--- src/rtl/regfl_pkg.sv ---
// regfl_pkg: shared register-file geometry constants and read-controller state encoding
package regfl_pkg;
  localparam int REGFL_W = 64;
  localparam int REGFL_N = 8;
  localparam int REGFL_AW = 3;
  typedef enum logic {IDLE = 1'b0, BURST = 1'b1} state_t;
endpackage

--- src/rtl/regfl_rd_if.sv ---
// regfl_rd_if: burst request and read-beat stream bundle; rd_par exists only with REGFL_RD_PARITY_EN
interface regfl_rd_if;
  import regfl_pkg::*;
  logic req_valid;
  logic req_ready;
  logic [REGFL_AW-1:0] req_addr;
  logic [REGFL_AW-1:0] req_len;
  logic rd_valid;
  logic rd_ready;
  logic [REGFL_W-1:0] rd_data;
  logic [REGFL_AW-1:0] rd_addr;
  logic rd_last;
  logic busy;
`ifdef REGFL_RD_PARITY_EN
  logic rd_par;
  modport slave (input req_valid, req_addr, req_len, rd_ready, output req_ready, rd_valid, rd_data, rd_addr, rd_last, busy, rd_par);
  modport master (output req_valid, req_addr, req_len, rd_ready, input req_ready, rd_valid, rd_data, rd_addr, rd_last, busy, rd_par);
`else
  modport slave (input req_valid, req_addr, req_len, rd_ready, output req_ready, rd_valid, rd_data, rd_addr, rd_last, busy);
  modport master (output req_valid, req_addr, req_len, rd_ready, input req_ready, rd_valid, rd_data, rd_addr, rd_last, busy);
`endif
endinterface

--- src/rtl/regfl_mux.sv ---
// regfl_mux: combinational N:1 word selector from the flattened register bus (reg 0 at MSBs)
module regfl_mux import regfl_pkg::*; #(
  parameter int W = REGFL_W,
  parameter int N = REGFL_N,
  parameter int AW = REGFL_AW
) (
  input  logic [N*W-1:0] q,
  input  logic [AW-1:0]  sel,
  output logic [W-1:0]   word
);
  assign word = q[(N-1-int'(sel))*W +: W];
endmodule

--- src/rtl/regfl_rd.sv ---
// regfl_rd: burst read controller streaming register-file words through a registered backpressurable stage; REGFL_RD_PARITY_EN adds rd_par
module regfl_rd import regfl_pkg::*; (
  input logic clk,
  input logic rst,
  input logic [REGFL_N*REGFL_W-1:0] q,
  regfl_rd_if.slave bus
);
  state_t state, state_n;
  logic [REGFL_AW-1:0] ptr, remaining;
  logic [REGFL_W-1:0] word;
  logic free, accept, load;
  regfl_mux u_mux (.q(q), .sel(ptr), .word(word));
  assign free = !bus.rd_valid | bus.rd_ready;
  assign accept = (state == IDLE) & bus.req_valid;
  assign load = (state == BURST) & free;
  assign bus.req_ready = (state == IDLE);
  assign bus.busy = (state == BURST) | bus.rd_valid;
  // next state: enter BURST on accept, leave after loading the final beat
  always_comb begin
    state_n = accept ? BURST : (load && remaining == '0) ? IDLE : state;
  end
  // state, read pointer and beats-remaining counter
  always_ff @(posedge clk or posedge rst)
    if (rst) begin
      state <= IDLE;
      ptr <= '0;
      remaining <= '0;
    end else begin
      state <= state_n;
      if (accept) begin
        ptr <= bus.req_addr;
        remaining <= bus.req_len;
      end else if (load) begin
        ptr <= ptr + 1'b1;
        remaining <= remaining - 1'b1;
      end
    end
  // output stage snapshots the word at load time and holds it under backpressure
  always_ff @(posedge clk or posedge rst)
    if (rst) begin
      bus.rd_valid <= 1'b0;
      bus.rd_data <= '0;
      bus.rd_addr <= '0;
      bus.rd_last <= 1'b0;
`ifdef REGFL_RD_PARITY_EN
      bus.rd_par <= 1'b0;
`endif
    end else if (load) begin
      bus.rd_valid <= 1'b1;
      bus.rd_data <= word;
      bus.rd_addr <= ptr;
      bus.rd_last <= (remaining == '0);
`ifdef REGFL_RD_PARITY_EN
      bus.rd_par <= ^word;
`endif
    end else if (bus.rd_ready) begin
      bus.rd_valid <= 1'b0;
    end
endmodule

--- src/flat_wrapper.sv ---
// flat-port wrapper written by rule: the top's interface ports become plain ports
module regfl_rd_flat import regfl_pkg::*;
  (clk, rst, q, bus_req_valid, bus_req_addr, bus_req_len, bus_rd_ready, bus_req_ready, bus_rd_valid, bus_rd_data, bus_rd_addr, bus_rd_last, bus_busy);
  regfl_rd_if bus_i ();
  input logic clk;
  input logic rst;
  input logic [REGFL_N*REGFL_W-1:0] q;
  input wire logic [$bits(bus_i.req_valid)-1:0] bus_req_valid;
  input wire logic [$bits(bus_i.req_addr)-1:0] bus_req_addr;
  input wire logic [$bits(bus_i.req_len)-1:0] bus_req_len;
  input wire logic [$bits(bus_i.rd_ready)-1:0] bus_rd_ready;
  output wire logic [$bits(bus_i.req_ready)-1:0] bus_req_ready;
  output wire logic [$bits(bus_i.rd_valid)-1:0] bus_rd_valid;
  output wire logic [$bits(bus_i.rd_data)-1:0] bus_rd_data;
  output wire logic [$bits(bus_i.rd_addr)-1:0] bus_rd_addr;
  output wire logic [$bits(bus_i.rd_last)-1:0] bus_rd_last;
  output wire logic [$bits(bus_i.busy)-1:0] bus_busy;
  assign bus_i.req_valid = bus_req_valid;
  assign bus_i.req_addr = bus_req_addr;
  assign bus_i.req_len = bus_req_len;
  assign bus_i.rd_ready = bus_rd_ready;
  assign bus_req_ready = bus_i.req_ready;
  assign bus_rd_valid = bus_i.rd_valid;
  assign bus_rd_data = bus_i.rd_data;
  assign bus_rd_addr = bus_i.rd_addr;
  assign bus_rd_last = bus_i.rd_last;
  assign bus_busy = bus_i.busy;
  regfl_rd u_core (.clk(clk), .rst(rst), .q(q), .bus(bus_i));
endmodule
--- config.mk ---
export PLATFORM = sky130hd
export DESIGN_NAME = regfl_rd_flat
export DESIGN_NICKNAME = d
export VERILOG_FILES = /design/src/rtl/regfl_pkg.sv /design/src/rtl/regfl_rd_if.sv /design/src/rtl/regfl_mux.sv /design/src/rtl/regfl_rd.sv /design/src/flat_wrapper.sv
export SDC_FILE = /design/constraint.sdc
export NUM_CORES = 1
export LEC_CHECK = 0
export BUFFER_PORTS_ARGS = -buffer_cell sky130_fd_sc_hd__buf_2
export CORE_AREA = 2 2 230 232
export CTS_BUF_LIST = sky130_fd_sc_hd__clkbuf_2 sky130_fd_sc_hd__clkbuf_4 sky130_fd_sc_hd__clkbuf_8
export DETAILED_ROUTE_END_ITERATION = 16
export DIE_AREA = 0 0 232 234
export HOLD_SLACK_MARGIN = 0.06
export PLACE_DENSITY = 0.41
export SLEW_MARGIN = 20
export SYNTH_ARGS = -nofsm -noshare
export SYNTH_HDL_FRONTEND = slang
export SYNTH_HIERARCHICAL = 1
export SYNTH_SLANG_ARGS = --single-unit
--- constraint.sdc ---
create_clock -name clk -period 3.1 [get_ports clk]
set_clock_uncertainty 0.2 [all_clocks]
set_input_delay 0 -clock clk [delete_from_list [all_inputs] [get_ports clk]]
set_output_delay 0 -clock clk [all_outputs]
set_load 0.03 [all_outputs]
==> metrics.txt, run 1 <==
TritonCTS Buffers 9; routability congestion estimate 0.805; # resized after CTS 0; Die Ht 234 µm; status did not finish; port bufs 592; Stop stage clock tree synthesis; setup bufs post-CTS 0; post-synth cell types 26; post-synthesis cell area 0.00715 mm²; Initial Util 0.137; # rows 84; post-synthesis register bit count 76; Avg Inst Size Synth 17.2 µm²; IO Pins 593; Clock Path Buffers 2; final HPWL from detailed placement 26500 µm; hold_buf cts 341; Err [ERROR RSZ-0060] Max buffer count reached.; Syn. warnings 6; Mapped Cells 415; H-tree depth 3; CTS Root Cell clkbuf_8; sequential-to-total area share from yosys stat 0.266; die width 232 µm; Sink Count 76; Synth Net Count 940
==> synth_stat cells <==
| cell | number | area share |
|---|---|---|
| mux4_2 | 128 | 0.40 |
| dfrtp_1 | 76 | 0.27 |
| mux2_2 | 68 | 0.11 |
| mux2_4 | 64 | 0.13 |
| buf_6 | 12 | 0.019 |
| buf_1 | 10 | 0.0052 |
| clkbuf_1 | 9 | 0.0047 |
| buf_12 | 8 | 0.022 |
| inv_1 | 5 | 0.0026 |
| a311oi_1 | 4 | 0.0049 |
| buf_2 | 4 | 0.0028 |
| nor2_1 | 4 | 0.0021 |
| buf_4 | 3 | 0.0031 |
| ha_1 | 3 | 0.0052 |
| a211oi_1 | 2 | 0.0021 |
| a32oi_1 | 2 | 0.0024 |
| nand2_1 | 2 | 0.0010 |
| nor2b_1 | 2 | 0.0017 |
| o31ai_1 | 2 | 0.0021 |
| a21oi_1 | 1 | 0.00070 |
| a31o_2 | 1 | 0.0012 |
| a32o_1 | 1 | 0.0014 |
| and2_4 | 1 | 0.0012 |
| nand2b_1 | 1 | 0.00088 |
| nand2b_4 | 1 | 0.0019 |
| or2_2 | 1 | 0.00088 |
==> stage by stage <==
stage | utilization | instances | instance area [µm²] | worst slack [ns] | hold slack [ns]
after global placement | 0.210 | 1683 | 10900 | 0.557 | 0.0291
after floorplan | - | 415 | 7150 | 0.962 | -0.0742
after detailed placement | 0.210 | 1683 | 10900 | 0.527 | 0.0362
==> cells by family after synthesis <==
logic type	count (synthesis)	share of synthesized area
adders and majority gates	3	0.00525
buffers and inverters	51	0.0598
and+or+nand+nor	12	0.00980
DFF	76	0.266
AOI/OAI and AO/OA	13	0.0149
muxes	260	0.644
==> run 2, diff against run 1 <==
- CORE_AREA: 2 2 230 232 -> 2 2 234 236
- CTS_BUF_LIST: sky130_fd_sc_hd__clkbuf_2 sky130_fd_sc_hd__clkbuf_4 sky130_fd_sc_hd__clkbuf_8 -> not set
- DIE_AREA: 0 0 232 234 -> 0 0 236 238
- HOLD_SLACK_MARGIN: 0.06 -> not set
- PLACE_DENSITY: 0.41 -> not set
- PLACE_DENSITY_LB_ADDON: not set -> 0.15
==> metrics.txt, run 2 <==
CTS Root Cell clkbuf_16; crit path max-delay cell type dfrtp_4; Synth area leaders mux4_2, dfrtp_1, mux2_4; CP Capture Type register; worst-skew pair later-pin latency 0.37 ns; Slew @ Worst Pin 0.908 ns; f_max 0.351 GHz; Synth area leader mux4_2; TritonCTS clock tree yes; largest net degree at the start of global routing 62; routability congestion estimate 0.781 (-2.9%); PwrDens 842 mW/mm²; remaining global-route overflow 0; critical path's largest stage delay 0.75 ns; TritonCTS Buffers 9 (unchanged); antenna violations before repair 2; post-route minimum period 2.85 ns; H-tree depth 3 (unchanged); fraction of final layout cells sized beyond drive strength 1 0.693; Max IR drop VDD 0.000340 V; drt wl/cell 17.3 µm; post-route ant nets 0; Worst Reg-to-Reg Cells 5; Syn. warnings 6 (unchanged); final HPWL from detailed placement 25700 µm (-2.9%); Initial Util 0.134 (-0.00378); first-pass GRT wire length 51400 µm; Nets 1824; Worst Path Max Fanout 37; post-synth top area share 0.403 (unchanged); critical path arrival 2.91 ns; vias in the first global route 8872; Total GRT Usage 0.121; Final Power 12.0 mW; critical path endpoint u_core/bus.rd_data[48]; Die Ht 238 µm (+1.7%); setup slack, reg-to-reg 0.25 ns; Avg Inst Size Synth 17.2 µm² (unchanged); Max Cap Violations 0; Area growth syn-to-layout 99.7%; status complete, no violations; max reg flops 64; Sink Count 76 (unchanged); CP delay by family, top multiplexers; kind of critical path reg2reg; Core ar. 0.0535 mm²; Worst R2R End u_core/bus.rd_data[48]; pre-CTS setup slack 0.517 ns (-0.0102 ns); TritonRoute pass-1 iters 6; Reg clk slew, reported paths 0.07 ns; Slew headroom 0.395; port bufs 592 (unchanged); via density per instance 3.87; Pins Over Slew Limit 0; Crit path depth 5; setup_tns 0 ns; IO Pins 593 (unchanged); post-synth cell types 26 (unchanged); Crit path buffers/inverters 2; Crit. Startpoint u_core/ptr[2]; final worst path period share 0.920; leading cell type in the layout, fill and taps excluded buf_2; Vias 7741; Detailed Route Iter0 Violations 236; ys async rst share 1.00 (unchanged); most frequent cells in the layout buf_2, dlygate4sd3_1, mux4_2, dfrtp_1, mux2_2; Fin. Hold Viols 0; post-synthesis cell area 0.00715 mm² (unchanged); die area 0.0562 mm²; Leakage 6.55 nW; DRC errors left 0; Post-synth top cells mux4_2, dfrtp_1, mux2_2, mux2_4, buf_6; WHS Path Cells 4; Cell Chain, Critical Path buf_12 > mux4_2 > dlygate4sd3_1 > mux2_2 > mux2_4; Hold WC Path Type in2reg; top-count cell post-synth mux4_2; Mapped Cells 415 (unchanged); ys flop type dfrtp_1; Final WS setup 0.249 ns; final WL 34600 µm; Clock Path Buffers 2 (unchanged); post-synthesis register bit count 76 (unchanged); final core occ 0.267; critical path required time 3.16 ns; r2r startpoint u_core/ptr[2]; # rows 85 (+1.2%); final setup fails 0; unrepaired setup endpoints after global routing false; startpoint types register; die width 236 µm (+1.7%); number of synthesized flops with an enable pin 0 (unchanged); sequential-to-total area share from yosys stat 0.266 (unchanged); Synth Net Count 940 (unchanged); Biggest register u_core/bus.rd_data
==> run 2: cell counts after synthesis <==
Identical to the previous run, type by type.
==> run 2: worst min path at each step <==
stage,start,slack (ns),endpoint
6_report,q[319],0.04,u_core/bus.rd_data[63]
5_1_grt,q[272],0.02,u_core/bus.rd_data[16]
4_1_cts,q[16],0.0002,u_core/bus.rd_data[16]
3_5_place_dp,bus_req_len[0],0.02,u_core/remaining[0]
3_3_place_gp,bus_req_len[0],0.03,u_core/remaining[0]
2_1_floorplan,bus_req_len[0],-0.07,u_core/remaining[0]
==> run 2: per-stage QoR <==
stage	hold WS, ns	cell area [µm²]	cells
3_5_place_dp	0.0242	10900	1683
4_1_cts	0.000245	14200	1997
5_1_grt	0.0154	14300	2001
3_3_place_gp	0.0330	10900	1683
6_report	0.0393	14300	2001
2_1_floorplan	-0.0742	7150	415
==> run 2: repair_timing <==
| action | in CTS | in global routing |
|---|---|---|
| resized for setup | 0 | 0 |
| hold buffers | 298 | 0 |
| setup endpoints to repair | 0 | 44 |
| hold endpoints to repair | 132 | 0 |
| buffers inserted | 0 | 3 |
==> run 2: routing by layer <==
layer  vias up  wire length (µm)  track usage
met5         -                16            0
met4         2               820       0.0380
met2       320             18300        0.222
li1       3525                 -            -
met3        42              2150       0.0364
met1      3852             13400        0.132
==> run 2: cell families (layout without fill, tap and decap cells) <==
logic type | Yosys count | count (layout) | share of synthesized area
flip-flops | 76 | 76 | 0.266
multiplexers | 260 | 260 | 0.644
buffers and inverters | 51 | 940 | 0.0598
adder cells (fa/ha/maj) | 3 | 3 | 0.00525
other | 0 | 1 | 0
AO/OA/AOI/OAI | 13 | 13 | 0.0149
AND/OR/NAND/NOR | 12 | 12 | 0.00980
==> run 2: final cells by class <==
cell class                      instances  area (µm²)
Timing Repair Buffer                  919        6300
Clock inverter                          4        95.1
Clock buffer                           12         256
Fill cell                            5586       39200
Inverter                                5        21.3
Antenna cell                            1        2.50
Tap cell                              696         871
Sequential cell                        76        1910
Multi-Input combinational cell        288        4820
==> run 2: worst reg2reg max path: stages (launching register included) <==
cell	delay [ns]
dfrtp_4	0.75
buf_12	0.32
mux4_2	0.36
dlygate4sd3_1	0.57
mux2_2	0.28
mux2_4	0.26
==> run 2: report_power, final <==
group | total [mW] | switching (mW) | internal, mW
Clock | 1.33 | 0.495 | 0.831
Sequential | 2.05 | 0.515 | 1.54
Combinational | 8.65 | 3.52 | 5.13
(Power assumes the default switching activity.)
==> run 3, diff against run 2 <==
- REMOVE_ABC_BUFFERS: not set -> 1
==> metrics.txt, run 3 (synthesis gave the netlist of run 2 again) <==
status complete, no violations; met2 wire length 17500 µm (-4.3%); Max IR drop VDD 0.000381 V (+12%); WHS Path Cells 4 (unchanged); most used cell along the critical path buf_12; Die Ht 238 µm (unchanged); setup_tns 0 ns (unchanged); critical path arrival 3.02 ns (+0.11 ns); Crit path buffers/inverters 3 (+1); Detailed Route Iter0 Violations 186 (-21%); Slew @ Worst Pin 0.736 ns (-0.172 ns); unrepaired setup endpoints after global routing false; drt wl/cell 16.5 µm (-4.7%); Max Used Layer met4; Vias 7549 (-2.5%); Biggest register u_core/bus.rd_data; Total GRT Usage 0.111 (-0.00918); max reg flops 64 (unchanged); TritonCTS clock tree yes; die width 236 µm (unchanged); f_max 0.337 GHz (-3.9%); worst-skew pair later-pin latency 0.37 ns (about the same); crit path max-delay cell type dfrtp_4; Area growth syn-to-layout 93.8%; final core occ 0.259 (-0.00781); post-route minimum period 2.97 ns (+0.117 ns); CP Capture Type register; Pins Over Slew Limit 0 (unchanged); final std cells w/o fill 1961 (-2.0%); critical path required time 3.15 ns (about the same); antenna violations before repair 2 (unchanged); die area 0.0562 mm² (unchanged); H-tree depth 3 (unchanged); remaining global-route overflow 0 (unchanged); Reg clk slew, reported paths 0.07 ns (about the same); post-route ant nets 0 (unchanged); Worst Reg-to-Reg Cells 6 (+1); Core ar. 0.0535 mm² (unchanged); Slew headroom 0.509 (+0.115); # resized after CTS 0 (unchanged); via density per instance 3.85 (-0.49%); leading cell type in the layout, fill and taps excluded buf_2; CP delay by family, top multiplexers; final worst path period share 0.958 (+0.0378); Final Power 12.2 mW (+1.2%); TritonCTS Buffers 9 (unchanged); Worst Path Max Fanout 15 (-59%); Leakage 6.39 nW (-2.4%); Sink Count 76 (unchanged); Initial Util 0.134 (unchanged); CTS Root Cell clkbuf_16; Hold WC Path Type in2reg; final setup fails 0 (unchanged); most frequent cells in the layout buf_2, dlygate4sd3_1, mux4_2, dfrtp_1, mux2_2; critical path's largest stage delay 0.59 ns (-0.16 ns); first-pass GRT wire length 48100 µm (-6.5%); Crit path depth 6 (+1); pre-CTS setup slack 0.602 ns (+0.0855 ns); # rows 85 (unchanged); IO Pins 593 (unchanged); largest net degree at the start of global routing 44 (-29%); DRC errors left 0 (unchanged); Fin. Hold Viols 0 (unchanged); Cells after DPL 1689 (+0.36%); final WL 32300 µm (-6.6%); Clock Path Buffers 2 (unchanged); routability congestion estimate 0.797 (+2.0%); TritonRoute pass-1 iters 4 (-2); final HPWL from detailed placement 25400 µm (-1.4%); vias in the first global route 8536 (-3.8%); Max Cap Violations 0 (unchanged); port bufs 592 (unchanged); kind of critical path reg2reg; Cell Chain, Critical Path buf_12 > buf_12 > mux4_2 > dlygate4sd3_1 > mux2_2 > mux2_4; Final WS setup 0.131 ns (-0.117 ns); startpoint types register; PwrDens 878 mW/mm² (+4.3%); Post-Route M1 WL 12000 µm (-10%); fraction of final layout cells sized beyond drive strength 1 0.723 (+0.0293); Nets 1785 (-2.1%); met3 wire length 2240 µm (+4.3%); ANT cells 0 (-1)
-- run 3: report_power, final --
part	switching [mW]	total, mW	internal (mW)
combinational	3.46	8.83	5.37
clock	0.505	1.30	0.794
sequential	0.519	2.05	1.54
-- run 3: timing repair --
action                     in CTS  in global routing
setup buffers                   0                  6
hold buffers                  250                  0
hold endpoints to repair      113                  0
setup endpoints to repair       0                 35
-- run 3: path summary, 6_finish.rpt --
path / startpoint / to / slack [ns]
worst max-delay path: u_core/ptr[0] / u_core/bus.rd_data[51] / 0.13
min in group asynchronous: rst / u_core/bus.rd_data[27] / 0.09
worst min register to register: u_core/bus.rd_data[16] / u_core/bus.rd_data[16] / 0.31
worst min-delay path: q[446] / u_core/bus.rd_data[62] / 0.04
max in group asynchronous: rst / u_core/bus.rd_data[8] / 1.95
worst max register to register: u_core/ptr[0] / u_core/bus.rd_data[51] / 0.13
-- run 3: layout make-up --
type | count | area (µm²)
multi-input cells | 288 | 4820
fillers | 5705 | 39600
clock buffers | 9 | 225
flip-flops and latches | 76 | 1910
inverters | 5 | 21.3
repair buffers | 880 | 5890
clock inverters | 7 | 124
well taps | 696 | 871
-- run 3: tightest hold or removal path, stage by stage --
cell and delay (ns):
buf_2 0.08, mux4_2 0.21, mux2_2 0.15, mux2_4 0.13
-- run 3: stage by stage --
stage               cell area, µm²  hold WS, ns
global placement             11000      -0.0367
CTS                          13800     0.000778
floorplan                     6740      -0.0742
finish                       13900       0.0355
global route                 13900       0.0145
detailed placement           11000      -0.0358
-- run 3: layer usage --
layer / up-vias / global-route usage
met5: - / 0
met4: 0 / 0.0278
met3: 21 / 0.0375
met2: 326 / 0.214
met1: 3751 / 0.115
li1: 3451 / -
==> run 4, diff against run 3 <==
- CORE_AREA: 2 2 234 236 -> 2 2 231 233
- DIE_AREA: 0 0 236 238 -> 0 0 233 235
- clock period: 3.1 -> 3.3 ns (I/O delays scaled with it)
==> metrics.txt, run 4 (synthesis gave the netlist of run 2 again) <==
CP Capture Type register; crit path max-delay cell type dfrtp_4; status complete, no violations; final instance area 0.0137 mm² (-1.1%); Clock Path Buffers 2 (unchanged); WHS Path Cells 4 (unchanged); Max Cap Violations 0 (unchanged); post-route minimum period 3.12 ns (+0.151 ns); Die Ht 235 µm (-1.3%); Fin. Hold Viols 0 (unchanged); antenna violations before repair 3 (+1); Core ar. 0.0522 mm² (-2.4%); kind of critical path reg2reg; post-route ant nets 0 (unchanged); Area growth syn-to-layout 91.6%; Final Power 11.3 mW (-7.3%); final setup fails 0 (unchanged); f_max 0.321 GHz (-4.8%); startpoint types register; final WL 33200 µm (+2.7%); die width 233 µm (-1.3%); filler cell count 5567 (-2.4%); critical path's largest stage delay 0.64 ns (+0.05 ns); TritonCTS clock tree yes; CTS Root Cell clkbuf_16; Vias 7539 (-0.13%); vias in the first global route 8558 (+0.26%); via density per instance 3.88 (+0.90%); Slew @ Worst Pin 0.689 ns (-0.0466 ns); TritonCTS Buffers 9 (unchanged); die area 0.0548 mm² (-2.5%); leading cell type in the layout, fill and taps excluded buf_2; final std cells w/o fill 1941 (-1.0%); Pins Over Slew Limit 0 (unchanged); Reg clk slew, reported paths 0.07 ns (about the same); TritonRoute pass-1 iters 4 (unchanged); drt wl/cell 17.1 µm (+3.7%); Cells after DPL 1679 (-0.59%); Max IR drop VDD 0.000291 V (-24%); worst-skew pair later-pin latency 0.38 ns (about the same); PwrDens 824 mW/mm² (-6.2%); critical path arrival 3.17 ns (+0.15 ns); Post-DP Area 0.0109 mm² (-0.34%); Cell Chain, Critical Path mux4_2 > dlygate4sd3_1 > mux2_2 > dlygate4sd3_1 > mux2_4; CP delay by family, top buffers and inverters; # rows 84 (-1.2%); most frequent cells in the layout buf_2, dlygate4sd3_1, mux4_2, dfrtp_1, mux2_2; Final WS setup 0.181 ns (+0.0495 ns); most used cell along the critical path dlygate4sd3_1; max reg flops 64 (unchanged); routability congestion estimate 0.802 (+0.65%); unrepaired setup endpoints after global routing false; final HPWL from detailed placement 25800 µm (+1.4%); largest net degree at the start of global routing 45 (+2.3%); Biggest register u_core/bus.rd_data; Crit path buffers/inverters 2 (-1); Hold WC Path Type in2reg; port bufs 592 (unchanged); DRC errors left 0 (unchanged); H-tree depth 3 (unchanged); final worst path period share 0.945 (-0.0124); Detailed Route Iter0 Violations 175 (-5.9%); Total GRT Usage 0.117 (+0.00569); Worst Path Max Fanout 16 (+1); first-pass GRT wire length 48400 µm (+0.69%); Worst Reg-to-Reg Cells 5 (-1); Initial Util 0.137 (+0.00323); Leakage 6.30 nW (-1.4%); Slew headroom 0.540 (+0.0311); pre-CTS setup slack 0.750 ns (+0.148 ns); Crit path depth 5 (-1); final core occ 0.262 (+0.00321); IO Pins 593 (unchanged); Sink Count 76 (unchanged); Nets 1770 (-0.84%); remaining global-route overflow 0 (unchanged); critical path required time 3.35 ns (+0.20 ns); fraction of final layout cells sized beyond drive strength 1 0.726 (+0.00307)
## run 4: cell count changes in the layout (fill, tap and decap cells not counted)
cell,before,now
inv_8,1,0
clkinvlp_4,0,3
buf_4,27,20
diode_2,0,3
inv_6,0,1
bufinv_16,3,2
clkinv_2,1,0
dlygate4sd3_1,250,242
clkinv_4,2,1
## run 4: metrics by stage
stage | hold WS [ns] | setup TNS (ns)
floorplan | -0.0742 | -214.67
finish | 0.0391 | 0
global placement | -0.0622 | 0
global route | 0.0116 | 0
CTS | 0.000261 | 0
detailed placement | -0.0592 | 0
## run 4: per-layer routing
metal / part of all wire / track usage
met2: 0.54 / 0.220
met4: 0.014 / 0.0278
met5: 0 / 0
met3: 0.064 / 0.0341
met1: 0.39 / 0.128
## run 4: worst paths after layout
path / slack [ns] / from / end
max: 0.18 / u_core/ptr[0] / u_core/bus.rd_data[12]
min: 0.04 / q[191] / u_core/bus.rd_data[63]
max reg2reg: 0.18 / u_core/ptr[0] / u_core/bus.rd_data[12]
min reg2reg: 0.31 / u_core/bus.rd_data[5] / u_core/bus.rd_data[5]
max in group asynchronous: 2.14 / rst / u_core/bus.rd_data[42]
min in group asynchronous: 0.07 / rst / u_core/bus.rd_addr[2]
## run 4: timing repair
| action | 4_1_cts | 5_1_grt |
|---|---|---|
| resized for setup | 0 | 0 |
| buffers inserted | 0 | 1 |
| hold buffers | 242 | 0 |
| endpoints found under the hold margin | 120 | 0 |
| endpoints found under the setup margin | 0 | 1 |
## run 4: report_power, final
group | switching (mW) | internal [mW] | total, mW
Sequential | 0.513 | 1.44 | 1.96
Combinational | 3.22 | 4.96 | 8.18
Clock | 0.485 | 0.667 | 1.15
Total | 4.22 | 7.07 | 11.3
## run 4: worst reg2reg max path, stage by stage (launching register included)
cell and delay, ns:
dfrtp_4 0.64, mux4_2 0.55, dlygate4sd3_1 0.56, mux2_2 0.26, dlygate4sd3_1 0.55, mux2_4 0.25
## run 4: area by class of cell
type | instances | area (µm²) | area share
repair buffers | 865 | 5760 | 0.420
multi-input cells | 288 | 4820 | 0.352
flip-flops and latches | 76 | 1910 | 0.140
well taps | 688 | 861 | 0.0628
clock buffers | 9 | 225 | 0.0164
clock inverters | 7 | 100 | 0.00730
inverters | 5 | 21.3 | 0.00155
diodes | 3 | 7.51 | 0.000548
